<file path="src/rtl/hex_led_pkg.sv">
// Shared types and constants for the HEX/LED display arbiter.
// The state and owner encodings match, so the owner port is a direct view of the state.
package hex_led_pkg;

  localparam int DIGIT_W  = 8;
  localparam int N_DIGITS = 6;
  localparam int HEX_W    = DIGIT_W * N_DIGITS;
  localparam int LED_W    = 8;

  localparam logic [HEX_W-1:0] HEX_BLANK = 48'hFFFF_FFFF_FFFF;

  typedef enum logic [1:0] {
    IDLE = 2'd0,
    HPS  = 2'd1,
    FAB  = 2'd2
  } owner_t;

  typedef enum logic [1:0] {
    S_IDLE    = 2'd0,
    S_OWN_HPS = 2'd1,
    S_OWN_FAB = 2'd2
  } state_t;

  function automatic owner_t owner_of(input state_t s);
    case (s)
      S_OWN_HPS: owner_of = HPS;
      S_OWN_FAB: owner_of = FAB;
      default:   owner_of = IDLE;
    endcase
  endfunction

  // Contended grant from IDLE goes to whichever requester did not own last.
  function automatic state_t rr_pick(input owner_t last);
    rr_pick = (last == HPS) ? S_OWN_FAB : S_OWN_HPS;
  endfunction

endpackage

</file>
<file path="src/rtl/hps_change_det.sv">
// Turns any change in the HPS PIO exports into a sticky pending request.
// A clear on the same cycle as a change wins, so changes seen while the HPS owns are absorbed.
module hps_change_det
  import hex_led_pkg::*;
#(
  parameter int DATA_W = HEX_W + LED_W
) (
  input  logic              clk,
  input  logic              rst_n,
  input  logic [DATA_W-1:0] live,
  input  logic              clr,
  output logic              pend
);

  logic [DATA_W-1:0] live_p0;

  always_ff @(posedge clk or negedge rst_n) begin
    if (!rst_n) begin
      live_p0 <= '0;
      pend    <= 1'b0;
    end else begin
      live_p0 <= live;
      if (clr) begin
        pend <= 1'b0;
      end else if (live != live_p0) begin
        pend <= 1'b1;
      end
    end
  end

endmodule

</file>
<file path="src/rtl/hex_led_arbiter.sv">
// Shares the six HEX digits and eight LEDs between the HPS PIOs and a fabric source,
// with a minimum ownership quantum and round-robin tie-breaking.
module hex_led_arbiter
  import hex_led_pkg::*;
#(
  parameter int unsigned HOLD_CYCLES = 50_000_000
) (
  input  logic             clk_clk,
  input  logic             reset_reset_n,
  input  logic [HEX_W-1:0] hps_hex,
  input  logic [LED_W-1:0] hps_led,
  input  logic             fab_req,
  output logic             fab_gnt,
  input  logic [HEX_W-1:0] fab_hex,
  input  logic [LED_W-1:0] fab_led,
  output logic [HEX_W-1:0] hex_seg,
  output logic [LED_W-1:0] led,
  output logic [1:0]       owner
);

  localparam int CNT_W = $clog2(HOLD_CYCLES + 1);
  localparam logic [CNT_W-1:0] CNT_LAST = CNT_W'(HOLD_CYCLES - 1);

  state_t           state;
  state_t           state_nxt;
  owner_t           last_owner;
  logic [CNT_W-1:0] tenure_cnt;
  logic             expired;
  logic             hps_pend;
  logic             pend_clr;

  assign expired  = (tenure_cnt >= CNT_LAST);
  assign pend_clr = (state == S_OWN_HPS) || (state_nxt == S_OWN_HPS);

  hps_change_det #(
    .DATA_W (HEX_W + LED_W)
  ) u_change_det (
    .clk   (clk_clk),
    .rst_n (reset_reset_n),
    .live  ({hps_hex, hps_led}),
    .clr   (pend_clr),
    .pend  (hps_pend)
  );

  always_comb begin
    state_nxt = state;
    case (state)
      S_IDLE: begin
        if (hps_pend && fab_req) begin
          state_nxt = rr_pick(last_owner);
        end else if (hps_pend) begin
          state_nxt = S_OWN_HPS;
        end else if (fab_req) begin
          state_nxt = S_OWN_FAB;
        end
      end
      S_OWN_HPS: begin
        if (expired && fab_req) begin
          state_nxt = S_OWN_FAB;
        end
      end
      S_OWN_FAB: begin
        // A pending HPS change forces rotation even while the fabric still requests.
        if (expired) begin
          if (hps_pend) begin
            state_nxt = S_OWN_HPS;
          end else if (!fab_req) begin
            state_nxt = S_IDLE;
          end
        end
      end
      default: state_nxt = S_IDLE;
    endcase
  end

  always_ff @(posedge clk_clk or negedge reset_reset_n) begin
    if (!reset_reset_n) begin
      state      <= S_IDLE;
      tenure_cnt <= '0;
      last_owner <= FAB;
    end else begin
      state <= state_nxt;
      if (state_nxt != state) begin
        tenure_cnt <= '0;
        if (state_nxt == S_OWN_HPS) begin
          last_owner <= HPS;
        end else if (state_nxt == S_OWN_FAB) begin
          last_owner <= FAB;
        end
      end else if (!expired) begin
        tenure_cnt <= tenure_cnt + CNT_W'(1);
      end
    end
  end

  // Output stage: follows the registered owner one cycle behind; IDLE holds the last image.
  always_ff @(posedge clk_clk or negedge reset_reset_n) begin
    if (!reset_reset_n) begin
      hex_seg <= HEX_BLANK;
      led     <= '0;
    end else begin
      case (state)
        S_OWN_HPS: begin
          hex_seg <= hps_hex;
          led     <= hps_led;
        end
        S_OWN_FAB: begin
          hex_seg <= fab_hex;
          led     <= fab_led;
        end
        default: begin
          hex_seg <= hex_seg;
          led     <= led;
        end
      endcase
    end
  end

  assign owner   = owner_of(state);
  assign fab_gnt = (state == S_OWN_FAB);

endmodule

</file>
<file path="config.mk">
export PLATFORM = sky130hd
export DESIGN_NAME = hex_led_arbiter
export DESIGN_NICKNAME = d
export VERILOG_FILES = /design/src/rtl/hex_led_pkg.sv /design/src/rtl/hps_change_det.sv /design/src/rtl/hex_led_arbiter.sv
export SDC_FILE = /design/constraint.sdc
export NUM_CORES = 1
export LEC_CHECK = 0
export BUFFER_PORTS_ARGS = -buffer_cell sky130_fd_sc_hd__buf_2
export CAP_MARGIN = 5
export CELL_PAD_IN_SITES_DETAIL_PLACEMENT = 0
export CELL_PAD_IN_SITES_GLOBAL_PLACEMENT = 1
export CORE_ASPECT_RATIO = 0.8
export CORE_MARGIN = 2
export CORE_UTILIZATION = 40
export DETAILED_ROUTE_END_ITERATION = 8
export GPL_TIMING_DRIVEN = 0
export HOLD_SLACK_MARGIN = 0.1
export PLACE_DENSITY_LB_ADDON = 0.1
export SYNTH_ARGS = -nofsm -noshare
export SYNTH_HDL_FRONTEND = slang
export SYNTH_SLANG_ARGS = --single-unit
export TNS_END_PERCENT = 1
</file>
<file path="constraint.sdc">
create_clock -name clk_clk -period 3.85 [get_ports clk_clk]
set_input_delay 0.1925 -clock clk_clk [delete_from_list [all_inputs] [get_ports clk_clk]]
set_output_delay 0.1925 -clock clk_clk [all_outputs]
set_load 0.01 [all_outputs]
</file>
==> metrics <==
die area=roughly 0.017 mm2; largest net degree at the start of global routing=between 80 and 90; Synth async-reset ratio=1.00; DR DRC count=0; Seq/Total Area, Yosys=0.561; Critical Path Start Type=flip-flop; placed cells=976; post-DP HPWL=between 10 and 15 mm; Die Y=about 120 um; critical path capture point type=flip-flop; status=completed; area leader, netlist=dfrtp_1; Yosys top cell area share=0.362; Rows=41; GR Util All Layers=0.226; maximum ir drop on the vdd rail=approximately 0.00025 V; # port buffers=173; CTS max path bufs=2; Cell Pwr Density=385 mW/mm2; hold slack=around 120 ps; DRT antenna net count=0; global-route wire length before repair=between 30 and 40 mm; Starting Density=0.410; clock sink count=around 140; max-cap check violation count=0; most frequent cell after synthesis=dfrtp_1; unique cell type count in the Yosys netlist=55; Slew Limit Fails=0; number of synthesized flops with an enable pin=0; Worst-path clk slew=~60 ps; diodes inserted=0; CTS root buffer=clkbuf_16; slew margin rel.=0.321; vias in the first global route=5,643; fmax=roughly 270 MHz; Setup-failing EPs final=0; Clock Skew=around 13 ps; #FFs+latches synth=between 100 and 150; final net count=slightly above 1,000; syn avg cell area=between 10 and 15 um2; P&R area growth vs syn=44.1%; Worst EP required=4140 ps; drt total wl=around 19 mm; synth top area cells=dfrtp_1, dfstp_2, mux2i_1; average wire per standard cell=about 17 um; # IOs=174; worst slew pin tran=between 1000 and 1500 ps; leakage=around 4.0 nW; core area=between 0.015 and 0.02 mm2; hold crit path type=in2reg; die width=146 um; GP Congestion=about 0.85; CTS H-Tree Depth=4; share of layout cells above drive strength 1=0.298; Congestion Overflow GR=0; Final min period=3690 ps; crit share post-route=0.960; synth cell count leaders=dfrtp_1, nor2_1, a21oi_1; drt first pass iters=4; Final Hold Viols=0; R2R setup slack=between 150 and 200 ps; Inserted Clock Buffers=17; Synth Net Count=~710; synth warn=0; WS Path Type=reg2reg; Post-Syn Instances=between 500 and 600; DR vias/cell=~5; initial antenna violation count=0; synthesized cell area=roughly 0.0065 mm2; Main synth FF type=dfrtp_1; CP max FO=8; DR vias=between 5,000 and 6,000; Final Non-Filler Cells=approximately 1,100; fill count=roughly 1,300; Initial DRC Count=about 290; Clk Latency, worst-skew pair=approximately 420 ps; TritonCTS clock tree=built; Setup Fix Bufs, Post-CTS=0; CP Data Arrival Time=3980 ps
-- flip-flops by register name, summed over array words and instances (netlist names) --
signal,cells
led,8
state,2
u_change_det.live_p0,56
last_owner,2
hex_seg,48
u_change_det.pend,1
tenure_cnt,26
-- cells by family (layout without fill, tap and decap cells) --
family,Yosys count,in the layout,synth area share
XOR/XNOR,77,77,0.104
buffers and inverters,36,351,0.0229
flip-flops,143,143,0.561
multiplexers,57,57,0.0881
adder cells (fa/ha/maj),6,6,0.0116
AO/OA/AOI/OAI,94,94,0.0859
AND/OR/NAND/NOR,174,174,0.127
-- cell type report --
| class | instances | area (um2) | share of cell area |
|---|---|---|---|
| Sequential cell | 143 | 3640 | 0.389 |
| Inverter | 9 | 33.8 | 0.00361 |
| Tap cell | 215 | 269 | 0.0287 |
| Buffer | 27 | 115 | 0.0123 |
| Clock buffer | 19 | 453 | 0.0484 |
| Multi-Input combinational cell | 408 | 2720 | 0.291 |
| Timing Repair Buffer | 283 | 1990 | 0.213 |
| Clock inverter | 13 | 138 | 0.0147 |
-- layer usage --
layer / share of wire / vias to the layer above / track usage / routed length (um)
met5: 0 / - / 0 / 0
met4: 0.0091 / 0 / 0.0461 / 172
met3: 0.048 / 13 / 0.0558 / 912
met2: 0.45 / 157 / 0.345 / 8500
met1: 0.49 / 2644 / 0.329 / 9260
li1: - / 2635 / - / -
-- timing repair --
action	CTS	global route
hold buffers	109	0
resized for setup	0	3
setup endpoints to repair	0	2
endpoints found under the hold margin	152	0
-- stage by stage --
stage	TNS [ps]	worst slack [ps]	util	instance area, um2	total power, W
global route	-25.6	-25.6	0.590	9360	0.00377
CTS	0	109	0.589	9340	0.00364
detailed placement	0	164	0.483	7660	0.00191
finish	0	156	0.590	9360	0.00361
floorplan	0	590	-	6490	0.00174
global placement	0	204	0.481	7630	0.00190
-- critical path, cell delays in order (launching register included) --
cell and delay [ps]:
dfrtp_1 400, clkbuf_1 210, inv_1 150, ha_1 260
clkbuf_1 230, a21o_1 140, a22oi_1 50, or3_1 340
o2111a_1 170, or3_4 400, ha_1 350, nand3b_1 210
a21oi_2 220, nor2_1 70, a311o_1 360
-- power breakdown --
group          switching (W)  leakage, nW  internal [W]
Sequential         0.0000293         1.65       0.00158
Combinational       0.000160         2.11      0.000195
Clock               0.000647        0.286      0.000989
Total               0.000837         4.04       0.00277
-- path summary, 6_finish.rpt --
check,from,to,cells after the start
setup reg to reg,state[0]$_DFF_PN0_,last_owner[0]$_DFFE_PN0P_,14
max in group asynchronous,reset_reset_n,hex_seg[5]$_DFFE_PN1P_,3
hold reg to reg,hex_seg[40]$_DFFE_PN1P_,hex_seg[40]$_DFFE_PN1P_,2
setup / recovery,state[0]$_DFF_PN0_,last_owner[0]$_DFFE_PN0P_,14
min in group asynchronous,reset_reset_n,u_change_det.live_p0[49]$_DFF_PN0_,2
hold / removal,fab_led[3],led[3]$_DFFE_PN0P_,3
-- layout by cell type (no fill, tap or decap), drive strengths merged, types with 2 or more instances in the layout --
cell type,netlist,layout
a211oi,3,3
a21o,4,4
a21oi,64,64
and3,3,3
and4,2,2
buf,4,178
bufinv,0,2
clkbuf,23,42
clkinv,0,6
clkinvlp,0,3
dfrtp,94,94
dfstp,49,49
dlygate4sd3,0,109
ha,6,6
inv,9,11
mux2i,56,56
nand2,19,19
nand3,9,9
nand4,15,15
nor2,92,92
nor2b,2,2
nor3,11,11
nor4,8,8
o211ai,2,2
o21ai,5,5
or3,5,5
xnor2,52,52
xor2,25,25
(Power assumes the default switching activity.)
